===== config.mk =====
export PLATFORM = sky130hd
export DESIGN_NAME = seq_subtractor_18
export DESIGN_NICKNAME = d
export VERILOG_FILES = /design/src/rtl/seq_subtractor_18.sv
export SDC_FILE = /design/constraint.sdc
export NUM_CORES = 1
export LEC_CHECK = 0
export CAP_MARGIN = 20
export CORE_UTILIZATION = 33
export CTS_BUF_LIST = sky130_fd_sc_hd__clkbuf_16
export DETAILED_ROUTE_END_ITERATION = 10
export RECOVER_POWER = 25
export SLEW_MARGIN = 20
export SYNTH_ARGS = -nofsm -noshare
export SYNTH_HDL_FRONTEND = slang
export SYNTH_SLANG_ARGS = --single-unit

===== constraint.sdc =====
create_clock -name clk -period 4.8 [get_ports clk]
set_input_delay 0.96 -clock clk [delete_from_list [all_inputs] [get_ports clk]]
set_output_delay 0.96 -clock clk [all_outputs]
set_load 0.02 [all_outputs]

===== src/rtl/seq_subtractor_18.sv =====
// Multi-cycle subtractor: diff = a - b computed SLICE bits per clock, LSB first,
// with the inter-slice borrow carried in a register. Start/done handshake.
module seq_subtractor_18 #(
  parameter int unsigned WIDTH = 18,
  parameter int unsigned SLICE = 2
) (
  input  logic             clk,
  input  logic             rst,
  input  logic             start,
  input  logic [WIDTH-1:0] a,
  input  logic [WIDTH-1:0] b,
  output logic             busy,
  output logic             done,
  output logic [WIDTH-1:0] diff,
  output logic             borrow_out,
  output logic             zero,
  output logic             overflow
);

  localparam int unsigned NSLICE = WIDTH / SLICE;
  localparam int unsigned IDXW   = $clog2(NSLICE);

  typedef enum logic [1:0] {IDLE, RUN, DONE} state_t;

  state_t           state;
  logic [IDXW-1:0]  idx;
  logic [WIDTH-1:0] a_r;
  logic [WIDTH-1:0] b_r;
  logic [WIDTH-1:0] partial;
  logic             borrow;

  logic [SLICE:0]   slice_res;
  logic [SLICE-1:0] d;
  logic             bout;
  logic [WIDTH-1:0] full;
  logic             last;

  // The top bit of the (SLICE+1)-bit result is set exactly when the slice
  // subtraction goes negative, i.e. it is the outgoing borrow.
  always_comb begin
    slice_res = {1'b0, a_r[idx*SLICE +: SLICE]}
              - {1'b0, b_r[idx*SLICE +: SLICE]}
              - {{SLICE{1'b0}}, borrow};
    d    = slice_res[SLICE-1:0];
    bout = slice_res[SLICE];
    full = partial;
    full[idx*SLICE +: SLICE] = d;
    last = (idx == IDXW'(NSLICE - 1));
  end

  always_ff @(posedge clk) begin
    if (rst) begin
      state      <= IDLE;
      idx        <= '0;
      a_r        <= '0;
      b_r        <= '0;
      partial    <= '0;
      borrow     <= 1'b0;
      busy       <= 1'b0;
      done       <= 1'b0;
      diff       <= '0;
      borrow_out <= 1'b0;
      zero       <= 1'b0;
      overflow   <= 1'b0;
    end else begin
      case (state)
        IDLE, DONE: begin
          done <= 1'b0;
          if (start) begin
            a_r    <= a;
            b_r    <= b;
            borrow <= 1'b0;
            idx    <= '0;
            busy   <= 1'b1;
            state  <= RUN;
          end else begin
            busy  <= 1'b0;
            state <= IDLE;
          end
        end
        RUN: begin
          partial[idx*SLICE +: SLICE] <= d;
          borrow <= bout;
          idx    <= idx + 1'b1;
          // Results come from the bypassed partial so the final slice is included.
          if (last) begin
            diff       <= full;
            borrow_out <= bout;
            zero       <= (full == '0);
            overflow   <= (a_r[WIDTH-1] != b_r[WIDTH-1]) && (full[WIDTH-1] != a_r[WIDTH-1]);
            busy       <= 1'b0;
            done       <= 1'b1;
            state      <= DONE;
          end
        end
        default: begin
          busy  <= 1'b0;
          done  <= 1'b0;
          state <= IDLE;
        end
      endcase
    end
  end

endmodule


# Word-level counts from Yosys, hierarchy flattened

Cells that the tools add are included.

Register bits: 84
Word-level logic and storage cells: 48

Add/subtract/negate cells: 4
Eq/ne operators: 7
Shifts and indexed selects: 4
Multiplexer cells: 11
Bitwise operators: 1
Reduce and logical (&&, ||, !) cells: 9

Operators by type and width:

| cell                                                                    | count |
|---|---|
| 18-bit by 6-bit indexed part select with 2-bit output                   | 2 |
| 5-bit negator with 34-bit output                                        | 1 |
| 2-bit by 34-bit variable shift with 18-bit output, first input constant | 1 |
| 2-bit by 34-bit indexed part select with 18-bit output                  | 1 |
| 18-bit bitwise mux                                                      | 1 |
| 18-bit logical NOT                                                      | 1 |
| 4-bit case mux with 2 select lines                                      | 1 |
| 2-bit AND reduction                                                     | 3 |
| 4-bit by 1-bit adder with 4-bit output, second input constant           | 1 |
| 4-bit == test, second input constant                                    | 1 |
| 1-bit two-way mux                                                       | 4 |
| 4-bit two-way mux                                                       | 1 |
| 2-bit inequality test, second input constant                            | 2 |
| 1-bit case mux with 2 select lines                                      | 2 |
| 2-bit case mux with 2 select lines                                      | 1 |
| 2-bit OR reduction                                                      | 2 |
| 2-bit by 2-bit subtractor with 3-bit output                             | 1 |
| 3-bit by 1-bit subtractor with 3-bit output                             | 1 |
| 2-bit by 1-bit == test with 1-bit output, second input constant         | 1 |
| 2-bit == test, second input constant                                    | 1 |
| 2-bit logical NOT                                                       | 1 |
| 2-bit two-way mux                                                       | 1 |
| 1-bit inequality test                                                   | 2 |
| 2-bit nonzero test                                                      | 1 |
| other kinds (2)                                                         | 2 |

# Logic depth before layout (Yosys ltp)

Word-level depth: 7
Depth in mapped cells: 15
Depth with buffers taken out: 13

# Least setup slack after synthesis

No wires, ideal clock.

Path type: register to register
From: register idx[0]
To: register overflow
Library setup time: 132 ps
Arrival: 3294 ps
Required time: 4668 ps
Setup slack: 1374 ps
Cell stages (with the launch flop): 13
Buffers on the path: 2
Cells stage by stage: dfxtp_1 buf_6 buf_4 mux4_2 mux2i_1 o21ai_0 fa_1 inv_1 fa_1 nor3_2 mux2i_1 a221oi_1 nor3_1

Cells in the longest elaborated chain, start to end: 7
Elaborated cells on any way between the ends: 12
Those cells by class: add/sub: 3; eq/ne: 2; shift: 4; mux: 1; reduce/logical: 2

Ends and longest elaborated chain:

| what                                                                     | line   | source |
|---|---|---|
| start, declared                                                          | 26     | `logic [IDXW-1:0] idx;` |
| start signal, assigned                                                   | 84     | `idx <= idx + 1'b1;` |
| 18-bit by 6-bit indexed part select with 2-bit output (on tied branches) | 41, 42 |  |
| 2-bit by 2-bit subtractor with 3-bit output                              | 42     | `- {1'b0, b_r[idx*SLICE +: SLICE]}` |
| 3-bit by 1-bit subtractor with 3-bit output                              | 43     | `- {{SLICE{1'b0}}, borrow};` |
| 2-bit by 34-bit indexed part select with 18-bit output                   | 47     | `full[idx*SLICE +: SLICE] = d;` |
| 18-bit bitwise mux                                                       | 47     |  |
| 1-bit inequality test                                                    | 90     | `overflow <= (a_r[WIDTH-1] != b_r[WIDTH-1]) && (full[WIDTH-1] != a_r[WIDTH-1]);` |
| 1-bit logical AND                                                        | 90     |  |
| end signal, assigned                                                     | 90     |  |
| end, declared                                                            | 17     | `output logic overflow` |

Several ways; a longest one is shown, not always the timed one.
A chain may end at the register's enable or synchronous reset.

# Final worst setup path

Ends and elaborated chain as after synthesis.

==> metrics.cfg <==
[worst_hold_path]
min_to=a_r[4]$_SDFFE_PP0P_
min_path_type=flip-flop to flip-flop
hold_start=a_r[4]$_SDFFE_PP0P_
hold_path_depth=2

[yosys]
ys_types=49
synth-edff-count=0
yosysWarnings=0
synth_seq_cells=83
synth_top_cell_by_area=dfxtp_1
ys_seq_area_frac=0.431
synth.avg_cell_area_um2=8.64
ys_top_cells_by_area=dfxtp_1, mux2i_1, nand2_1, nor2_1, a21oi_1
postSynthCellCount=446
yosysTopAreaCellShare=0.431
yosysMostFrequentCell=nand2_1
syn_nets=490
ys_top_cells_by_count=nand2_1, dfxtp_1, nor2_1, a21oi_1, mux2i_1
syn-cell-area_um2=3850
ys_async_sr_fraction=0
synthFlopType=dfxtp_1

[worst_setup_path]
path_class=flip-flop to flip-flop
r2r_slack_ns=0.94
timing.rr.start=idx[0]$_SDFFE_PP0P_
cp-start-kind=flip-flop
worstReg2RegEnd=overflow$_SDFFE_PP0P_
required_ns=4.99
critPathArrivalTime_ns=4.05
cp_max_fo=11
rr_worst_depth=10
crit_path_end_kind=flip-flop

[die]
io_pins=62
core_area_um2=11400
fp.dieH_um=110
dieArea_um2=12100
chipWidth_um=110
initial_utilization=0.338
fp-row-count=39

[clocking]
insertion_delay_ns=0.34
numCtsBuffers=9
cts_tree=done
clkSinkCount=83
h-tree-depth=3
post-cts-setup-buffers=0
root_buffer=clkbuf_16
cts_resized=0
clk_path_buf_depth=2
clk_pin_slew_ns=0.06
ctsHoldBuffers=0

[sta]
skew_ns=0.00824
rsz0062_at_grt=no
hold-worst-slack_ns=0.452
setup_viol=0
worst_pin_slew_ns=1.56
drv_slew=39
finalCritPeriodShare=0.804
hold_viol=0
slew-limit-headroom=-0.0370
timing.setup.tns_ns=0
finalWorstPathRequiredPeriod_ns=3.86
fmax_ghz=0.259

[global_routing]
grt_pass1_vias=3022
grt.overflow.total=0
grt_pass1_wl_um=14800
track_usage=0.160
grt_max_degree=83
antenna_found_initial=0

[cells_and_area]
drive_gt1_frac=0.0882
area_delta_synth_final_pct=26.2
diodes=0
nets=538
fillers=1161

[drt]
first_iter_violations=171
routedWlPerCell_um=13.8
finalWirelength_um=8860
drtAntennaViolNets=0
vias=3187
firstDrtPassIters=5
drc=0
routed_via_density=4.96

[job]
max_cap_viol_count=1

[run_status]
status=finished with violations
violations=capacitance limit, slew limit

[power_and_ir_drop]
p_leak_nw=1.74
peakVddDrop_uv=149
power_density_nw_per_um2=338

[placed_design]
gp_congestion=0.824
port_buffers=61
hpwl_um=6120

==> worst max path at each step <==
stage	startpoint	endpoint	slack (ns)	cells after the start
6_report	idx[0]$_SDFFE_PP0P_	overflow$_SDFFE_PP0P_	0.94	10
5_1_grt	idx[0]$_SDFFE_PP0P_	overflow$_SDFFE_PP0P_	0.73	10
4_1_cts	idx[0]$_SDFFE_PP0P_	overflow$_SDFFE_PP0P_	0.95	10
3_5_place_dp	idx[0]$_SDFFE_PP0P_	overflow$_SDFFE_PP0P_	0.95	10
3_3_place_gp	idx[0]$_SDFFE_PP0P_	overflow$_SDFFE_PP0P_	1.05	10
2_1_floorplan	idx[0]$_SDFFE_PP0P_	overflow$_SDFFE_PP0P_	1.37	12
==> stage by stage <==
| stage | util | instances | total power, mW | worst slack [ns] | cell area [µm²] |
|---|---|---|---|---|---|
| after detailed placement | 0.399 | 626 | 0.927 | 0.947 | 4550 |
| after CTS | 0.427 | 642 | 1.66 | 0.947 | 4870 |
| final | 0.426 | 642 | 1.64 | 0.942 | 4870 |
| after floorplan | - | 446 | 0.862 | 1.37 | 3850 |
| after global routing | 0.426 | 642 | 1.72 | 0.728 | 4870 |
| after global placement | 0.399 | 626 | 0.924 | 1.05 | 4550 |
==> critical path, stage by stage (launching register included) <==
cell	delay, ns
dfxtp_1	0.70
mux4_2	0.58
mux2i_1	0.14
o21ai_0	0.13
fa_1	0.42
inv_1	0.08
fa_1	0.49
nor3_2	0.51
mux2i_1	0.25
a221oi_1	0.34
nor3_1	0.08
==> where the power goes <==
group / internal (mW) / switching [mW]
clock: 0.454 / 0.279
combinational: 0.0835 / 0.0957
sequential: 0.712 / 0.0181
total: 1.25 / 0.393
==> sequential cells by signal, summed over array words and instances, names as in the netlist, 2 cells and up <==
signal / cells
a_r: 18
diff: 18
partial: 18
idx: 4
b_r: 18
state: 2
==> placed cells by master (no fill, tap or decap), types with 3 or more instances in the layout <==
cell | Yosys | final
nand2_1 | 85 | 85
dfxtp_1 | 83 | 83
nor2_1 | 61 | 60
clkdlybuf4s50_1 | 0 | 59
a21oi_1 | 45 | 45
mux2i_1 | 32 | 32
a211oi_1 | 18 | 18
clkbuf_16 | 0 | 9
mux4_2 | 8 | 8
inv_1 | 7 | 8
nand3_1 | 8 | 8
nor3_1 | 8 | 8
buf_4 | 3 | 5
nor2b_1 | 4 | 4
or2_2 | 4 | 4
nand2b_1 | 3 | 3
nand4_1 | 3 | 3
o21a_1 | 3 | 3
ha_1 | 3 | 3
==> routing by layer <==
layer  GRT usage  up-vias  share of wire
met2       0.258       71           0.46
met1       0.204     1465           0.48
met3      0.0500        9          0.042
met5           0        -              0
met4      0.0486        0          0.013
li1            -     1642              -
==> cell type report <==
class / count / area [µm²] / share of cell area
Tap cell: 143 / 179 / 0.0368
Clock buffer: 9 / 225 / 0.0463
Clock inverter: 7 / 92.6 / 0.0190
Inverter: 7 / 26.3 / 0.00540
Multi-Input combinational cell: 326 / 2030 / 0.418
Sequential cell: 83 / 1660 / 0.341
Timing Repair Buffer: 67 / 647 / 0.133
==> kinds of logic after synthesis <==
group | synth area share
buffers and inverters | 0.0419
adders and majority gates | 0.0201
AOI/OAI and AO/OA | 0.137
and+or+nand+nor | 0.240
DFF | 0.431
muxes | 0.130
No activity file was read; power rests on OpenSTA's default activity.
